[src/rtl/if_pkg.sv]
`default_nettype none
// ============================================================================
//  Module      : if_pkg
//  Description : Shared constants for the instruction fetch queue.
//  Revision    : 1.0 - initial release
// ============================================================================
package if_pkg;

    localparam logic [31:0] INST_EBREAK = 32'h0010_0073;
    localparam logic [31:0] INST_ECALL  = 32'h0000_0073;

    localparam logic [1:0] TRAP_NONE   = 2'b00;
    localparam logic [1:0] TRAP_EBREAK = 2'b01;
    localparam logic [1:0] TRAP_ECALL  = 2'b10;

endpackage
`default_nettype wire

[src/rtl/if_queue_mem.sv]
`default_nettype none
// ============================================================================
//  Module      : if_queue_mem
//  Description : DEPTH x 2*XLEN entry store, sync write, async read, no reset.
//  Revision    : 1.0 - initial release
// ============================================================================
module if_queue_mem #(
    parameter int XLEN  = 32,
    parameter int DEPTH = 4
) (
    input  logic                     clk,
    input  logic                     we,
    input  logic [$clog2(DEPTH)-1:0] waddr,
    input  logic [2*XLEN-1:0]        wdata,
    input  logic [$clog2(DEPTH)-1:0] raddr,
    output logic [2*XLEN-1:0]        rdata
);

    logic [2*XLEN-1:0] r_mem [DEPTH];

    always_ff @(posedge clk) begin
        if (we) begin
            r_mem[waddr] <= wdata;
        end
    end

    assign rdata = r_mem[raddr];

endmodule
`default_nettype wire

[src/rtl/if_fetch_queue.sv]
`default_nettype none
// ============================================================================
//  Module      : if_fetch_queue
//  Description : Fetch-to-decode FIFO with flush, sticky ebreak/ecall trap
//                and a free-running accepted-push counter.
//  Revision    : 1.0 - initial release
// ============================================================================
module if_fetch_queue
    import if_pkg::*;
#(
    parameter int XLEN  = 32,
    parameter int DEPTH = 4
) (
    input  logic                   clk,
    input  logic                   rst,
    input  logic                   in_valid,
    output logic                   in_ready,
    input  logic [XLEN-1:0]        in_inst,
    input  logic [XLEN-1:0]        in_pc,
    output logic                   out_valid,
    input  logic                   out_ready,
    output logic [XLEN-1:0]        out_inst,
    output logic [XLEN-1:0]        out_pc,
    input  logic                   flush,
    output logic                   trap,
    output logic [1:0]             trap_code,
    output logic [$clog2(DEPTH):0] count,
    output logic [31:0]            fetched
);

    localparam int AW = $clog2(DEPTH);
    localparam int CW = AW + 1;
    localparam logic [CW-1:0]   c_depth  = CW'(DEPTH);
    localparam logic [XLEN-1:0] c_ebreak = XLEN'(INST_EBREAK);
    localparam logic [XLEN-1:0] c_ecall  = XLEN'(INST_ECALL);

    logic [AW-1:0]     r_wr_ptr;
    logic [AW-1:0]     r_rd_ptr;
    logic [CW-1:0]     r_count;
    logic              r_trap;
    logic [1:0]        r_trap_code;
    logic [31:0]       r_fetched;
    logic              w_push;
    logic              w_pop;
    logic [2*XLEN-1:0] w_rd_data;

    // A full queue still accepts when the head leaves in the same cycle.
    assign in_ready  = ((r_count < c_depth) | out_ready) & ~flush & ~r_trap;
    assign out_valid = (r_count != '0) & ~flush & ~r_trap;
    assign w_push    = in_valid & in_ready;
    assign w_pop     = out_valid & out_ready;

    if_queue_mem #(
        .XLEN  (XLEN),
        .DEPTH (DEPTH)
    ) u_mem (
        .clk   (clk),
        .we    (w_push),
        .waddr (r_wr_ptr),
        .wdata ({in_inst, in_pc}),
        .raddr (r_rd_ptr),
        .rdata (w_rd_data)
    );

    assign out_inst  = w_rd_data[2*XLEN-1:XLEN];
    assign out_pc    = w_rd_data[XLEN-1:0];
    assign count     = r_count;
    assign trap      = r_trap;
    assign trap_code = r_trap_code;
    assign fetched   = r_fetched;

    always_ff @(posedge clk or negedge rst) begin
        if (!rst) begin
            r_wr_ptr    <= '0;
            r_rd_ptr    <= '0;
            r_count     <= '0;
            r_trap      <= 1'b0;
            r_trap_code <= TRAP_NONE;
            r_fetched   <= '0;
        end else if (flush) begin
            r_wr_ptr <= '0;
            r_rd_ptr <= '0;
            r_count  <= '0;
        end else begin
            if (w_push) begin
                r_wr_ptr  <= r_wr_ptr + 1'b1;
                r_fetched <= r_fetched + 32'd1;
            end
            if (w_pop) begin
                r_rd_ptr <= r_rd_ptr + 1'b1;
            end
            case ({w_push, w_pop})
                2'b10:   r_count <= r_count + 1'b1;
                2'b01:   r_count <= r_count - 1'b1;
                default: r_count <= r_count;
            endcase
            // Trap is sticky: once set, w_pop stays low so this never re-fires.
            if (w_pop && (out_inst == c_ebreak)) begin
                r_trap      <= 1'b1;
                r_trap_code <= TRAP_EBREAK;
            end else if (w_pop && (out_inst == c_ecall)) begin
                r_trap      <= 1'b1;
                r_trap_code <= TRAP_ECALL;
            end
        end
    end

endmodule
`default_nettype wire

[config.mk]
export PLATFORM = sky130hd
export DESIGN_NAME = if_fetch_queue
export DESIGN_NICKNAME = d
export VERILOG_FILES = /design/src/rtl/if_pkg.sv /design/src/rtl/if_queue_mem.sv /design/src/rtl/if_fetch_queue.sv
export SDC_FILE = /design/constraint.sdc
export NUM_CORES = 1
export LEC_CHECK = 0
export ABC_AREA = 1
export CAP_MARGIN = 20
export CORE_MARGIN = 1.5
export CORE_UTILIZATION = 45
export CTS_CLUSTER_DIAMETER = 60
export DETAILED_ROUTE_END_ITERATION = 12
export HOLD_SLACK_MARGIN = 0.08
export PLACE_DENSITY = 0.68
export SYNTH_ARGS = -nofsm -noshare
export SYNTH_HDL_FRONTEND = slang
export SYNTH_SLANG_ARGS = --single-unit
[constraint.sdc]
create_clock -name clk -period 4.45 [get_ports clk]
set_input_delay 0.89 -clock clk [delete_from_list [all_inputs] [get_ports clk]]
set_output_delay 0.89 -clock clk [all_outputs]
set_load 0.01 [all_outputs]
Word level (Yosys, flattened, before mapping) --
Memory sizes are Yosys's and may differ from the RTL's. Cells that the tools add are included.
Storage, ports and cells: flip-flop bits (word level) 42, RAM bits 256, bits of input ports 69, output and inout bits 104, word-level logic and storage cells 47, memories kept 1
Memories:
- u_mem.r_mem | depth 4, bits a word 64, read ports 1, clocked after memory_dff 0, write ports 1, line if_queue_mem.sv:19 | logic [2*XLEN-1:0] r_mem [DEPTH];
Operators by class: $add $sub $neg 5, order comparisons 1, equal/unequal tests 4, mux-type cells 12, bitwise gates (word level) 9, reduce and logical (&&, ||, !) cells 9
Operators with widths (number):
- adder 32 x 1 -> 32 bit, second input constant | 1
- == test 32 x 21 -> 1 bit, second input constant | 1
- == test 32 x 7 -> 1 bit, second input constant | 1
- two-way mux 2 bit | 6
- bitwise AND 1 bit | 6
- case mux 3 bit (2 select lines) | 1
- nonzero test 2 bit | 3
- nonzero test 3 bit | 2
- adder 2 x 1 -> 2 bit, second input constant | 2
- two-way mux 1 bit | 4
- AND reduction 2 bit | 2
- adder 3 x 1 -> 3 bit, second input constant | 1
- less-than comparator 3 bit, second input constant | 1
- two-way mux 3 bit | 1
- subtractor 3 x 1 -> 3 bit, second input constant | 1
- == test 2 x 1 -> 1 bit, second input constant | 1
- == test 2 bit, second input constant | 1
- logical AND 1 bit | 2
- inverter 1 bit | 2
- bitwise OR 1 bit | 1

Depth between registers and ports, before layout --
word-level depth 8, gate-level depth with buffers 15, gate-level depth less buffers 13

Modules after synthesis --
A second synthesis with hierarchy kept.
Unflattened totals: cells, all modules 1454, area, all modules 13578.0 µm²
Modules (own cells, without submodules):
- if_queue_mem | instances 1, cells each 1010, area an instance 10761.6 µm², seq. area each 7687.4 µm²
- if_fetch_queue | instances 1, cells each 444, area an instance 2816.5 µm², seq. area each 1051.0 µm²

Least setup slack after synthesis --
Ideal clock, no wire load.
kind in2reg, start point input port flush, end point memory u_mem.r_mem[0][0] (netlist bit), enable pin, setup time 487 ps, arrival time 3967 ps, path slack -4 ps, stages 4, cells stage by stage nor2_2 > nand3_1 > buf_6 > nor2_1
Between the ends: longest elaborated chain between the ends 6
RTL lines:
- from (decl) | line if_fetch_queue.sv:24 | input logic flush,
- inverter 1 bit (no source line)
- bitwise AND 1 bit (2 in a row) | line if_fetch_queue.sv:48 | assign in_ready = ((r_count < c_depth) | out_ready) & ~flush & ~r_trap;
- bitwise AND 1 bit | line if_fetch_queue.sv:50 | assign w_push = in_valid & in_ready;
- two-way mux 1 bit | line if_queue_mem.sv:22 | if (we) begin
- two-way mux 1 bit (not written as such) | line if_queue_mem.sv:23 | r_mem[waddr] <= wdata;
- to (decl) | line if_queue_mem.sv:19
No other way between the ends.

Final worst setup path --
start point register r_rd_ptr[0], end point output port out_pc[2]
Between the ends: longest elaborated chain between the ends 1
RTL lines:
- from (decl) | line if_fetch_queue.sv:38 | logic [AW-1:0] r_rd_ptr;
- from (signal assigned) | line if_fetch_queue.sv:90 | r_rd_ptr <= r_rd_ptr + 1'b1;
- memory (4 x 64 bit)
- to (decl) | line if_fetch_queue.sv:23 | output logic [XLEN-1:0] out_pc,
No other way between the ends.

==> reports/results.ini <==
[run_status]
run_status = completed

[floorplan]
coreArea_um2 = 26300
die_area_um2 = 27900
floorplan.initialDensity_pct = 46.1
dieHeight_um = 167
die_w_um = 167
placement_rows = 59
count_of_boundary_i_o_pins = 173

[sta]
slew-limit-headroom_pct = 46.5
fmax_mhz = 275
final-hold-violation-count = 0
rsz_0062_raised_after_global_routing = no
layout_min_cycle_time_ns = 3.63
timing.clock.skew_ns = 0.0188
setup_tns_ns = 0
worst_slew_pin_slew_ns = 0.803
final.hold.worst_slack_ns = 0.294
setup_viol = 0
count_of_final_max_slew_check_failures = 0
fin_crit_sh_pct = 81.7

[cts]
cts_htree_levels = 1
tritoncts.num_buffers = 31
ctsHoldBuffers = 0
post_cts.resized_instances = 0
cts.reportedPaths.clkPinSlew_ns = 0.06
clock_tree.root_cell = sky130_fd_sc_hd__clkbuf_16
clkLatencyLatePin_ns = 0.57
tritoncts = done
clk_path_buf_depth = 3
cts_setup_buffers = 0
cts_sinks = 298

[grt]
antenna_found_initial = 2
grt_start_max_net_pins = 131
number_of_global_route_vias_before_repair = 7796
global_route_wire_length_before_repair_um = 41200
gr-total-overflow = 0
grt_resource_usage_total_pct = 18.9

[yosys]
mappedNetlistNets = 1111
synthArstFlopShare_pct = 14.1
ys_seq_elements = 298
ys_dominant_reg_cell = sky130_fd_sc_hd__edfxtp_1
synth_area_leaders = sky130_fd_sc_hd__edfxtp_1 63%, sky130_fd_sc_hd__dfrtp_1 8.7%, sky130_fd_sc_hd__nand2_1 7.8%, sky130_fd_sc_hd__nor2_1 3.2%, sky130_fd_sc_hd__nand3_1 3.0%
ys_seq_area_share_pct = 72.1
syn-instance-count = 1036
yosysWarnings = 0
post_synth.cell_area_avg_um2 = 11.7
mappedNetlistArea_um2 = 12100
netlist.area_leader.share_pct = 63.4
post-synth-top-area-cell = sky130_fd_sc_hd__edfxtp_1
netlist-cell-type-count = 26
synth_edf_count = 256

[placement]
io_buffer_count = 172
finalWeightedCongestion = 0.802
placed_cells_incl_taps = 1513
detailed_place_hpwl_um = 15800

[worst_setup_path]
cp_slowest_cell = sky130_fd_sc_hd__clkdlybuf4s50_1
critical-path-max-stage-delay_ns = 0.60
worst-endpoint-arrival_ns = 2.74
crit-reg2reg-launch = r_rd_ptr[0]$_DFFE_PN0P_
setup.worst_path.end_class = primary output
cp_num_buf_inv = 3
timing.reg2reg.worst_path_depth = 13
crit_required_ns = 3.56
timing.setup.critical_path_class = flop to primary output
cp-start-kind = flop
regToRegSetupSlack_ns = 2.11
timing.critical_path.max_delay_family = buffers and inverters
r2r-end = trap_code[1]$_DFFE_PN0P_
path_max_fanout = 46
path_cells = inv_4, buf_4, o21ai_0, o22ai_1, clkdlybuf4s50_1

[flow_run]
cap_violations = 0

[drt]
route.antenna.remaining_nets = 0
detail_route.vias_per_cell = 5.10
detailedRoute.firstPassIterationCount = 5
vias = 8011
wire_per_inst_um = 16.8
detail_route.wirelength_um = 26500
initialDrtViolationCount = 549
detailed_route_drc_error_count = 0

[finish]
flow.area_growth_from_synthesis_pct = 25.8
post_route_cells_drive_above_1_share_pct = 6.40
final_cells = 1571
layout.nets = 1286

[pwr]
pwr_density_cell_nw_per_um2 = 379
peakVddDrop_mv = 0.418
static-leakage-power_nw = 5.77

[worst_hold_path]
worst_hold_path_type = input pin to async pin

## Yosys cell counts (8+ instances only)
cell                       count
sky130_fd_sc_hd__buf_2        15
sky130_fd_sc_hd__clkbuf_1     21
sky130_fd_sc_hd__dfrtp_1      42
sky130_fd_sc_hd__edfxtp_1    256
sky130_fd_sc_hd__inv_1        89
sky130_fd_sc_hd__nand2_1     251
sky130_fd_sc_hd__nand3_1      73
sky130_fd_sc_hd__nand4_1       8
sky130_fd_sc_hd__nor2_1      103
sky130_fd_sc_hd__nor3_1       11
sky130_fd_sc_hd__o21ai_0      73
sky130_fd_sc_hd__o22ai_1      32
sky130_fd_sc_hd__xnor2_1       8
sky130_fd_sc_hd__xor2_1       22
## cells by family (layout without fill, tap and decap cells)
kind of cell / after synthesis / after routing / share of synthesized area, %
AOI/OAI and AO/OA: 111 / 111 / 4.94
buffers and inverters: 136 / 335 / 4.80
xor gates and xnor gates: 30 / 30 / 2.17
adders and majority gates: 6 / 6 / 0.681
DFF: 298 / 298 / 72.1
and+or+nand+nor: 455 / 455 / 15.3
other: 0 / 1 / 0
## final cells by class
type	instances	area, µm²
clock inverters	23	240
repair buffers	187	1880
clock buffers	34	787
flip-flops and latches	298	8740
multi-input cells	602	2830
inverters	91	344
diodes	1	2.50
well taps	335	419
fillers	2116	11000
## metal layers
| metal | share of wire (%) | track usage, % | vias to the layer above | routed length (µm) |
|---|---|---|---|---|
| met5 | 0 | 0 | - | 0 |
| met4 | 2.8 | 6.21 | 0 | 736 |
| met3 | 7.6 | 5.03 | 52 | 2020 |
| met2 | 46 | 31.0 | 245 | 12200 |
| met1 | 43 | 24.5 | 3824 | 11500 |
| li1 | - | - | 3890 | - |
## how the worst max path moves through the flow
| stage | startpoint | end | slack [ns] | depth (start not counted) |
|---|---|---|---|---|
| 2_1_floorplan | flush | u_mem.r_mem[0][0]$_DFFE_PP_ | -0.004 | 4 |
| 3_3_place_gp | flush | in_ready | 1.31 | 5 |
| 3_5_place_dp | flush | in_ready | 1.32 | 5 |
| 4_1_cts | r_rd_ptr[0]$_DFFE_PN0P_ | out_inst[23] | 0.81 | 7 |
| 5_1_grt | r_rd_ptr[0]$_DFFE_PN0P_ | out_inst[12] | 0.67 | 7 |
| 6_report | r_rd_ptr[0]$_DFFE_PN0P_ | out_pc[2] | 0.82 | 5 |
## per-stage QoR
| step | util (%) | power (mW) | instance area (µm²) | setup WS (ns) |
|---|---|---|---|---|
| 6_report | 58.0 | 5.78 | 15200 | 0.815 |
| 4_1_cts | 58.0 | 5.81 | 15200 | 0.809 |
| 5_1_grt | 58.0 | 5.94 | 15200 | 0.668 |
| 3_5_place_dp | 54.1 | 3.24 | 14200 | 1.32 |
| 2_1_floorplan | - | 3.13 | 12100 | -0.00373 |
| 3_3_place_gp | 54.1 | 3.24 | 14200 | 1.31 |
## worst reg2reg max path, cell delays in order, from the launching register on
cell and delay [ns]:
sky130_fd_sc_hd__dfrtp_4 0.50, sky130_fd_sc_hd__inv_4 0.35, sky130_fd_sc_hd__buf_12 0.37, sky130_fd_sc_hd__nand2_1 0.09, sky130_fd_sc_hd__nand2_1 0.06, sky130_fd_sc_hd__nand2_1 0.04
sky130_fd_sc_hd__nand2_1 0.13, sky130_fd_sc_hd__nand2_1 0.06, sky130_fd_sc_hd__nor2_1 0.14, sky130_fd_sc_hd__nand2_1 0.10, sky130_fd_sc_hd__nor2_2 0.11, sky130_fd_sc_hd__nand2_1 0.12
sky130_fd_sc_hd__nand2_1 0.08, sky130_fd_sc_hd__nand2_1 0.05
## layout by cell type, fill, tap and decap left out, types with 2 or more instances in the layout
cell type                         netlist  final
sky130_fd_sc_hd__bufinv_16              0      4
sky130_fd_sc_hd__inv_8                  0      3
sky130_fd_sc_hd__nor2_2                 5      5
sky130_fd_sc_hd__clkbuf_1              21      3
sky130_fd_sc_hd__inv_2                  2      2
sky130_fd_sc_hd__inv_6                  0      2
sky130_fd_sc_hd__a21oi_1                5      5
sky130_fd_sc_hd__nor3_1                11     11
sky130_fd_sc_hd__inv_1                 89     88
sky130_fd_sc_hd__nand3_1               73     73
sky130_fd_sc_hd__edfxtp_1             256    256
sky130_fd_sc_hd__clkdlybuf4s50_1        0    171
sky130_fd_sc_hd__nand2_1              251    251
sky130_fd_sc_hd__ha_1                   5      5
sky130_fd_sc_hd__buf_12                 0      4
sky130_fd_sc_hd__o22ai_1               32     32
sky130_fd_sc_hd__xor2_1                22     22
sky130_fd_sc_hd__o21ai_0               73     73
sky130_fd_sc_hd__nand4_1                8      8
sky130_fd_sc_hd__dfrtp_1               42     40
sky130_fd_sc_hd__nor2_1               103     99
sky130_fd_sc_hd__xnor2_1                8      8
sky130_fd_sc_hd__buf_4                  4     11
sky130_fd_sc_hd__clkbuf_16              0     31
sky130_fd_sc_hd__clkinv_2               0      6
sky130_fd_sc_hd__clkinv_1               0      6
sky130_fd_sc_hd__nor2_4                 0      4
## sequential cells by signal, summed over array words and instances (netlist names)
name / count
u_mem.r_mem: 256
trap_code: 2
trap: 1
r_rd_ptr: 2
count: 3
r_wr_ptr: 2
fetched: 32
## report_power, final
group	total, mW	switching, mW	leakage (nW)	internal, mW
registers	3.05	0.0101	2.81	3.04
logic	0.134	0.0578	2.44	0.0757
clock network	2.59	1.07	0.506	1.52
total	5.78	1.14	5.77	4.63
(Power assumes the default switching activity.)
